**src/rtl/avalon_input_pio_pkg.sv**
```systemverilog
// ----------------------------------------------------------------------------
// avalon_input_pio_pkg
// Shared definitions for the Avalon-MM input PIO: register word addresses,
// the edge-mode encoding held in CONFIG[1:0], the CONFIG reset value and a
// per-bit edge qualification helper.
// ----------------------------------------------------------------------------
package avalon_input_pio_pkg;

    // Register word addresses
    localparam logic [1:0] ADDR_DATA         = 2'd0;
    localparam logic [1:0] ADDR_IRQ_MASK     = 2'd1;
    localparam logic [1:0] ADDR_EDGE_CAPTURE = 2'd2;
    localparam logic [1:0] ADDR_CONFIG       = 2'd3;

    // CONFIG[1:0] edge selection
    typedef enum logic [1:0] {
        EDGE_RISE = 2'b00,
        EDGE_FALL = 2'b01,
        EDGE_ANY  = 2'b10,
        EDGE_NONE = 2'b11
    } edge_mode_t;

    // Debounce enabled, rising-edge capture
    localparam logic [2:0] CONFIG_RESET = 3'b100;

    // Returns 1 when the transition prev -> cur qualifies under the mode
    function automatic logic edge_qualify(input edge_mode_t mode,
                                          input logic       cur,
                                          input logic       prev);
        logic q;
        case (mode)
            EDGE_RISE: q = cur & ~prev;
            EDGE_FALL: q = ~cur & prev;
            EDGE_ANY:  q = cur ^ prev;
            EDGE_NONE: q = 1'b0;
            default:   q = 1'b0;
        endcase
        return q;
    endfunction

endpackage

```
**src/rtl/avalon_input_pio_debounce.sv**
```systemverilog
// ----------------------------------------------------------------------------
// input_debounce
// One input channel: SYNC_STAGES-flop synchroniser, debounce counter and
// stable-level register. A new synchronised level is accepted only after it
// has differed from the stable level for DEBOUNCE_CYCLES consecutive edges.
// Ports:
//   clk      system clock
//   reset_n  synchronous active-low reset
//   enable   1 = debounce filter active, 0 = stable follows sync every cycle
//   clr      clears the debounce counter (stable level retained)
//   din      asynchronous input
//   dout     debounced stable level
// ----------------------------------------------------------------------------
module input_debounce #(
    parameter int DEBOUNCE_CYCLES = 50000,
    parameter int SYNC_STAGES     = 2
) (
    input  logic clk,
    input  logic reset_n,
    input  logic enable,
    input  logic clr,
    input  logic din,
    output logic dout
);

    localparam int CW = (DEBOUNCE_CYCLES > 1) ? $clog2(DEBOUNCE_CYCLES) : 1;
    localparam logic [CW-1:0] TERMINAL = CW'(DEBOUNCE_CYCLES - 1);
    // With a one-cycle debounce the filter degenerates to a plain register
    localparam logic NO_FILTER = (DEBOUNCE_CYCLES <= 1) ? 1'b1 : 1'b0;

    logic [SYNC_STAGES-1:0] r_sync;
    logic [CW-1:0]          r_count;
    logic                   r_stable;
    logic                   w_sync;
    logic                   w_bypass;

    assign w_sync   = r_sync[SYNC_STAGES-1];
    assign w_bypass = NO_FILTER | ~enable;

    // Synchroniser shift chain, din enters at bit 0
    always_ff @(posedge clk) begin
        if (!reset_n) begin
            r_sync <= '0;
        end else begin
            r_sync <= {r_sync[SYNC_STAGES-2:0], din};
        end
    end

    // Debounce counter and stable level
    always_ff @(posedge clk) begin
        if (!reset_n) begin
            r_count  <= '0;
            r_stable <= 1'b0;
        end else if (w_bypass) begin
            r_count  <= '0;
            r_stable <= w_sync;
        end else if (clr) begin
            r_count  <= '0;
        end else if (w_sync == r_stable) begin
            r_count  <= '0;
        end else if (r_count == TERMINAL) begin
            // Level held for the full window: accept it
            r_count  <= '0;
            r_stable <= w_sync;
        end else begin
            r_count  <= r_count + CW'(1);
        end
    end

    assign dout = r_stable;

endmodule

```
**src/rtl/avalon_input_pio.sv**
```systemverilog
// ----------------------------------------------------------------------------
// avalon_input_pio
// Avalon-MM input PIO: WIDTH synchronised and debounced inputs, sticky edge
// capture (write-1-to-clear), interrupt mask and a level interrupt.
// Ports:
//   clk, reset_n            clock, synchronous active-low reset
//   address[1:0]            0 DATA, 1 IRQ_MASK, 2 EDGE_CAPTURE, 3 CONFIG
//   chipselect, read, write slave select and strobes
//   writedata[31:0]         write data
//   readdata[31:0]          registered read data (latency 1)
//   in_port[WIDTH-1:0]      asynchronous external inputs
//   irq                     active-high level interrupt
// ----------------------------------------------------------------------------
module avalon_input_pio
    import avalon_input_pio_pkg::*;
#(
    parameter int WIDTH           = 3,
    parameter int DEBOUNCE_CYCLES = 50000,
    parameter int SYNC_STAGES     = 2
) (
    input  logic             clk,
    input  logic             reset_n,
    input  logic [1:0]       address,
    input  logic             chipselect,
    input  logic             read,
    input  logic             write,
    input  logic [31:0]      writedata,
    output logic [31:0]      readdata,
    input  logic [WIDTH-1:0] in_port,
    output logic             irq
);

    logic [WIDTH-1:0] r_mask;
    logic [WIDTH-1:0] r_cap;
    logic [WIDTH-1:0] r_stable_d;
    logic [2:0]       r_config;
    logic [31:0]      r_readdata;

    logic [WIDTH-1:0] w_stable;
    logic [WIDTH-1:0] w_edge;
    logic [WIDTH-1:0] w_w1c;
    logic [31:0]      w_rdmux;
    logic             w_cs_wr;
    logic             w_cs_rd;
    logic             w_wr_config;
    edge_mode_t       w_mode;
    logic             w_unused_wdata;

    assign w_cs_wr     = chipselect & write;
    assign w_cs_rd     = chipselect & read;
    assign w_wr_config = w_cs_wr & (address == ADDR_CONFIG);
    assign w_mode      = edge_mode_t'(r_config[1:0]);
    // Upper writedata bits have no destination for narrow instances
    assign w_unused_wdata = ^writedata;

    genvar g;
    generate
        for (g = 0; g < WIDTH; g++) begin : g_chan
            input_debounce #(
                .DEBOUNCE_CYCLES(DEBOUNCE_CYCLES),
                .SYNC_STAGES    (SYNC_STAGES)
            ) u_debounce (
                .clk    (clk),
                .reset_n(reset_n),
                .enable (r_config[2]),
                .clr    (w_wr_config),
                .din    (in_port[g]),
                .dout   (w_stable[g])
            );
        end
    endgenerate

    // Qualify each channel's stable-level transition against the edge mode
    always_comb begin
        w_edge = '0;
        for (int i = 0; i < WIDTH; i++) begin
            w_edge[i] = edge_qualify(w_mode, w_stable[i], r_stable_d[i]);
        end
    end

    // Bits to clear on an EDGE_CAPTURE write
    always_comb begin
        if (w_cs_wr && (address == ADDR_EDGE_CAPTURE)) begin
            w_w1c = writedata[WIDTH-1:0];
        end else begin
            w_w1c = '0;
        end
    end

    // Register file, edge delay and sticky capture (set beats clear)
    always_ff @(posedge clk) begin
        if (!reset_n) begin
            r_mask     <= '0;
            r_cap      <= '0;
            r_config   <= CONFIG_RESET;
            r_stable_d <= '0;
        end else begin
            r_stable_d <= w_stable;
            r_cap      <= (r_cap & ~w_w1c) | w_edge;
            if (w_cs_wr && (address == ADDR_IRQ_MASK)) begin
                r_mask <= writedata[WIDTH-1:0];
            end
            if (w_wr_config) begin
                r_config <= writedata[2:0];
            end
        end
    end

    // Read multiplexer, unused bits read as zero
    always_comb begin
        w_rdmux = 32'd0;
        case (address)
            ADDR_DATA:         w_rdmux[WIDTH-1:0] = w_stable;
            ADDR_IRQ_MASK:     w_rdmux[WIDTH-1:0] = r_mask;
            ADDR_EDGE_CAPTURE: w_rdmux[WIDTH-1:0] = r_cap;
            ADDR_CONFIG:       w_rdmux[2:0]       = r_config;
            default:           w_rdmux            = 32'd0;
        endcase
    end

    // Registered read data; samples pre-write values on a same-cycle write
    always_ff @(posedge clk) begin
        if (!reset_n) begin
            r_readdata <= 32'd0;
        end else if (w_cs_rd) begin
            r_readdata <= w_rdmux;
        end
    end

    assign readdata = r_readdata;
    assign irq      = |(r_cap & r_mask);

endmodule

```
**config.mk**
```make
export PLATFORM = sky130hd
export DESIGN_NAME = avalon_input_pio
export DESIGN_NICKNAME = d
export VERILOG_FILES = /design/src/rtl/avalon_input_pio_pkg.sv /design/src/rtl/avalon_input_pio_debounce.sv /design/src/rtl/avalon_input_pio.sv
export SDC_FILE = /design/constraint.sdc
export NUM_CORES = 1
export LEC_CHECK = 0
export CAP_MARGIN = 10
export CORE_MARGIN = 2
export CORE_UTILIZATION = 41
export DETAILED_ROUTE_END_ITERATION = 10
export HOLD_SLACK_MARGIN = 0.03
export PLACE_DENSITY = 0.67
export SYNTH_ARGS = -nofsm -noshare
export SYNTH_HDL_FRONTEND = slang
export SYNTH_SLANG_ARGS = --single-unit
```
**constraint.sdc**
```tcl
create_clock -name clk -period 3.5 [get_ports clk]
set_clock_uncertainty 0.2 [all_clocks]
set_input_delay 0.7 -clock clk [delete_from_list [all_inputs] [get_ports clk]]
set_output_delay 0.7 -clock clk [all_outputs]
set_load 0.1 [all_outputs]
```
==> results of run 1 <==
[flip-flops by register name, summed over array words and instances (netlist names)]
signal,cells
g_chan.u_debounce.dout,3
g_chan.u_debounce.r_count,48
g_chan.u_debounce.r_sync,6
r_cap,3
r_config,3
r_mask,3
r_stable_d,3
readdata,3
[critical path, cell delays in order]
cell and delay [ps]:
clkdlybuf4s50_1 630, and4_1 450, nor3_1 120, nand2_1 400, nor2_1 100
[cell usage in the layout (no fill, tap or decap), types with 2 or more instances in the layout]
cell type / n
a221oi_1: 3
mux2i_1: 3
conb_1: 29
mux4_2: 3
nand3_1: 28
dfxtp_1: 72
buf_4: 5
o211ai_1: 3
xor2_1: 16
a21boi_0: 5
and4_1: 5
inv_1: 12
and4b_1: 3
nand4_1: 13
nor2b_1: 7
clkdlybuf4s50_1: 12
o21ai_0: 2
or3_1: 3
ha_1: 9
clkinv_2: 2
nor4_1: 13
clkbuf_8: 10
and2_1: 10
nand3b_1: 3
xnor2_1: 26
nand2b_1: 7
nor3_1: 7
a21oi_1: 6
nor4bb_1: 2
nor2_1: 45
nand2_1: 24
mux2_2: 3
and3_1: 8
[worst paths after layout]
| check | start | endpoint | slack [ps] |
|---|---|---|---|
| worst min-delay path | g_chan[1].u_debounce.r_sync[0] | g_chan[1].u_debounce.r_sync[1] | 240 |
| worst min register to register | g_chan[1].u_debounce.r_sync[0] | g_chan[1].u_debounce.r_sync[1] | 240 |
| worst max register to register | g_chan[2].u_debounce.r_count[0] | g_chan[2].u_debounce.r_count[13] | 1550 |
| worst max-delay path | address[1] | g_chan[0].u_debounce.r_count[8] | 1090 |
[per-stage QoR]
stage	util	power, W	setup slack [ps]	std cells
2_1_floorplan	-	0.001045	1482	419
3_3_place_gp	0.4400	0.001040	764.6	501
3_5_place_dp	0.4400	0.001041	698.6	501
4_1_cts	0.4639	0.001690	1071	517
5_1_grt	0.4639	0.001728	940.8	517
6_report	0.4639	0.001670	1092	517
[final cells by class]
type                    instances  area (um2)
clock inverters                 5       56.30
inverters                      12       45.04
flip-flops and latches         72        1441
well taps                     105       131.4
clock buffers                  11       141.4
multi-input cells             295        1858
fillers                       812        4427
repair buffers                 17       157.7
[power by group through the flow]
stage                     registers [W]  logic (W)  clock network (W)
after CTS                      0.000832   0.000190           0.000668
final                          0.000832   0.000190           0.000648
after global routing           0.000833   0.000198           0.000698
after detailed placement       0.000852   0.000189                  0
after floorplan                0.000853   0.000191                  0
after global placement         0.000851   0.000188                  0
[cells by family after synthesis]
kind of cell	share of synthesized area
muxes	0.03732
buffers and inverters	0.09242
DFF	0.4095
and+or+nand+nor	0.2823
xor gates and xnor gates	0.1045
adders and majority gates	0.03199
AOI/OAI and AO/OA	0.04089
other	0.001065
[routing by layer]
metal  part of all wire  vias to the layer above  wire length, um
met5                  0                        -                0
met4              0.012                        0               72
met3              0.034                        5              205
met2               0.47                       40             2854
met1               0.48                     1222             2915
li1                   -                     1326                -
==> summary.txt, run 1 <==
Global route
  • Grt ovf: 0
  • Initial antenna violation count: 0
  • Global-route usage over all layers: 0.1391
  • Number of global-route vias before repair: 2480
  • GRT Max-Usage Layer: met2
  • Routing usage on met2: 0.2201
  • Grt met3 use: 0.04191
  • Grt met1 use: 0.1767
  • First-pass GRT wire length: 10.94 mm
  • Largest net degree at the start of global routing: 31

Die
  • Num ports: 75
  • Starting density of the core: 0.4262
  • Core footprint: 8258 um2
  • Die height: 96.65 um
  • Core Rows: 33
  • Die Width: 96.65 um
  • Die area: 9341 um2

CTS
  • Post-CTS Setup Repair Bufs: 0
  • Clock slew at reported path FFs: 80 ps
  • Post-CTS sizing: 0
  • Clk buf depth: 2
  • TritonCTS clock tree: yes
  • CTS root buf: clkbuf_8
  • Clk sinks: 72
  • CTS buffer count: 9
  • Clock Latency Late Sink: 340 ps
  • # hold bufs at CTS: 0
  • H-tree levels: 3

Synthesis
  • Sequential-to-total area share from yosys stat: 0.4095
  • Most common cell in the netlist: dfxtp_1
  • Syn. warnings: 0
  • Post-synth EDFFs: 0
  • Yosys top cell area share: 0.4095
  • Mapped Cells: 391
  • Yosys reg bits: 72
  • Post-Syn Area: 3520 um2
  • Asr flop ratio synth: 0
  • Synthesized area per cell: 9.002 um2
  • Unique masters post-synth: 42
  • Most frequent cells after synthesis: dfxtp_1, nor2_1, buf_4, nand3_1, xnor2_1
  • Yosys top cell by area: dfxtp_1
  • Synth Flop Type: dfxtp_1
  • Top post-synthesis cells by area: dfxtp_1, xnor2_1, buf_4

STA
  • Worst Tran Pin Value: 502.0 ps
  • Setup-failing EPs final: 0
  • Slew margin rel.: 0.6645
  • Final Max Slew Viols: 0
  • Crit share post-route: 0.6879
  • Fmax: 415.4 MHz
  • Tmin final: 2408 ps
  • Worst hold slack: 239.6 ps
  • RSZ-0062 raised after global routing: false
  • Setup_tns: 0 ps
  • Final Hold Vio Count: 0

Hold path
  • Hold path depth: 1
  • Tightest Hold Check Type: reg -> reg

Critical path
  • CP Class: in -> reg
  • Worst setup SP type: input pin
  • WP data arrival: 2420 ps
  • Worst Path Required: 3510 ps
  • CP Capture Type: flip-flop
  • Crit Path Max Fanout: 14
  • R2R cell count: 5

Power and ir drop
  • Leak pwr: 1.296 nW
  • Sequential power share: 0.499
  • Sw frac: 0.2815
  • Pwr dens: 435.9 nW/um2
  • NetSw: 0.0004700 W
  • Clk pwr share: 0.388
  • Worst VDD drop: 0.3148 mV
  • Comb pwr share: 0.114
  • Cell internal pwr: 0.001200 W

Route
  • Wirelength, routed: 6.047 mm
  • Vias/cell: 5.015
  • DRC errors left: 0
  • Drt pass-1 iters: 5
  • Via Count: 2593
  • WL per Instance: 11.70 um
  • Initial DRC count: 114
  • Post-DRT Antenna Nets: 0

Status
  • Outcome: completed

Final layout
  • Final non-filler cell area: 3831 um2
  • Layout Area Growth over Synthesis: 8.852%
  • N_diodes: 0
  • Final net count: 458
  • Share of cells above drive strength 1: 0.06796

Placement
  • Final Wtd Congestion: 0.7890
  • I/O Buffers: 16
  • DP HPWL: 4.257 mm
  • DP Area: 3633 um2

Run
  • Max Cap Violations: 0
(Power assumes the default switching activity.)
==> inputs of run 2 (changes only) <==
--- a/config.mk
+++ b/config.mk
@@ -10,7 +10,7 @@
 export CORE_UTILIZATION = 41
 export DETAILED_ROUTE_END_ITERATION = 10
 export HOLD_SLACK_MARGIN = 0.03
-export PLACE_DENSITY = 0.67
+export PLACE_DENSITY = 0.69
 export SYNTH_ARGS = -nofsm -noshare
 export SYNTH_HDL_FRONTEND = slang
 export SYNTH_SLANG_ARGS = --single-unit
==> constraint.sdc (replaced) <==
create_clock -name clk -period 2.2 [get_ports clk]
set_clock_uncertainty 0.2 [all_clocks]
set_input_delay 0.44 -clock clk [delete_from_list [all_inputs] [get_ports clk]]
set_output_delay 0.44 -clock clk [all_outputs]
set_load 0.1 [all_outputs]
==> summary.txt, run 2 (same netlist as run 1, synthesis figures left out) <==
Route
  • WL per Instance: 11.09 um
  • Wirelength, routed: 5.844 mm
  • Post-DRT Antenna Nets: 0
  • Via Count: 2616
  • DRC errors left: 0
  • Drt pass-1 iters: 4
  • Vias/cell: 4.964
  • Initial DRC count: 53

STA
  • Setup-failing EPs final: 0
  • Fmax: 496.1 MHz
  • Tmin final: 2016 ps
  • Slack of the critical path: 184.1 ps
  • RSZ-0062 raised after global routing: false
  • Setup_tns: 0 ps
  • Final Max Slew Viols: 0
  • Final Hold Vio Count: 0
  • Crit share post-route: 0.9163

Final layout
  • Biggest regs: g_chan.u_debounce.r_count (48), g_chan.u_debounce.r_sync (6)
  • Share of cells above drive strength 1: 0.09242
  • N_diodes: 0
  • Register Area: 1441 um2
  • Layout Area Growth over Synthesis: 11.16%
  • Commonest non-fill, non-tap cells in the layout: dfxtp_1, nor2_1, conb_1, nand3_1, xnor2_1
  • Core Util, Final: 0.4738
  • Commonest non-fill, non-tap cell in the layout: dfxtp_1
  • Area of the multi-input gates: 1858 um2
  • Final non-filler cell area: 3913 um2
  • Fillcell total: 796
  • Max reg flops: 48
  • Largest register by flop count: g_chan.u_debounce.r_count
  • Final net count: 468

Placement
  • DP Area: 3734 um2
  • I/O Buffers: 16
  • Final Wtd Congestion: 0.8053
  • DP HPWL: 4.188 mm
  • Dpl ws: 86.30 ps

CTS
  • CTS root buf: clkbuf_8
  • Post-CTS Setup Repair Bufs: 0
  • # hold bufs at CTS: 0
  • Post-CTS sizing: 0
  • Clk buf depth: 2
  • Clock slew at reported path FFs: 80 ps
  • CTS buffer count: 9
  • Clk sinks: 72
  • H-tree levels: 3
  • TritonCTS clock tree: yes
  • Clock Latency Late Sink: 350 ps

Power and ir drop
  • Worst VDD drop: 0.4900 mV
  • Leak pwr: 1.338 nW
  • Pwr dens: 658.9 nW/um2

Critical path
  • WP data arrival: 1380 ps
  • Crit Path Max Fanout: 3
  • CP Class: reg -> out
  • CP Capture Type: primary output
  • Worst Path Required: 1560 ps
  • Worst setup SP type: flip-flop

Global route
  • Number of global-route vias before repair: 2373
  • Initial antenna violation count: 0
  • Global-route usage over all layers: 0.1338
  • Largest net degree at the start of global routing: 31
  • Grt ovf: 0
  • First-pass GRT wire length: 10.33 mm

Die
  • Core footprint: 8258 um2
  • Core Rows: 33
  • Starting density of the core: 0.4262
  • Die Width: 96.65 um
  • Die area: 9341 um2
  • Num ports: 75
  • Die height: 96.65 um

Run
  • Max Cap Violations: 0

Status
  • Outcome: completed

Hold path
  • Tightest Hold Check Type: reg -> reg
[run 2: cell count changes in the layout (fill, tap and decap cells not counted)]
cell and change:
inv_6 +3, clkbuf_8 -1, buf_12 +2, buf_4 +8, clkbuf_1 -1, clkinvlp_4 +1, bufinv_16 -1, clkinv_2 -1
[run 2: cell type report]
class,count,share of cell area
clock buffer,9,0.03166
clock inverter,7,0.01407
inverter,12,0.01151
multi-input combinational,295,0.4749
sequential,72,0.3684
tap,105,0.03358
timing repair buffer,27,0.06588
[run 2: per-stage QoR]
step	power [W]	hold slack, ps	std cells
2_1_floorplan	0.001662	211.9	419
3_3_place_gp	0.001665	214.8	511
3_5_place_dp	0.001667	230.8	511
4_1_cts	0.002618	244.5	527
5_1_grt	0.002681	255.5	527
6_report	0.002578	237.4	527
[run 2: where the power goes]
part | leakage (nW) | switching, W | internal, W
logic | 0.669 | 0.000261 | 0.0000518
clock network | 0.0866 | 0.000521 | 0.000420
registers | 0.582 | 0.0000102 | 0.00131
[run 2: final timing paths]
| check | start | to | slack (ps) | cells past startpoint |
|---|---|---|---|---|
| max | r_cap[1] | irq | 180 | 3 |
| min | g_chan[1].u_debounce.r_sync[0] | g_chan[1].u_debounce.r_sync[1] | 240 | 1 |
| max reg2reg | g_chan[2].u_debounce.r_count[0] | g_chan[2].u_debounce.dout | 460 | 5 |
| min reg2reg | g_chan[1].u_debounce.r_sync[0] | g_chan[1].u_debounce.r_sync[1] | 240 | 1 |
[run 2: routing by layer]
layer	vias to the layer above	wire length, um	global-route usage
li1	1345	-	-
met1	1212	2735	0.1613
met2	52	2758	0.2185
met3	7	263	0.04769
met4	0	86	0.05200
met5	-	0	0
[run 2: critical path, stage by stage, from the launching register on]
cell	delay, ps
dfxtp_1	340
a222oi_1	370
inv_1	130
buf_12	180
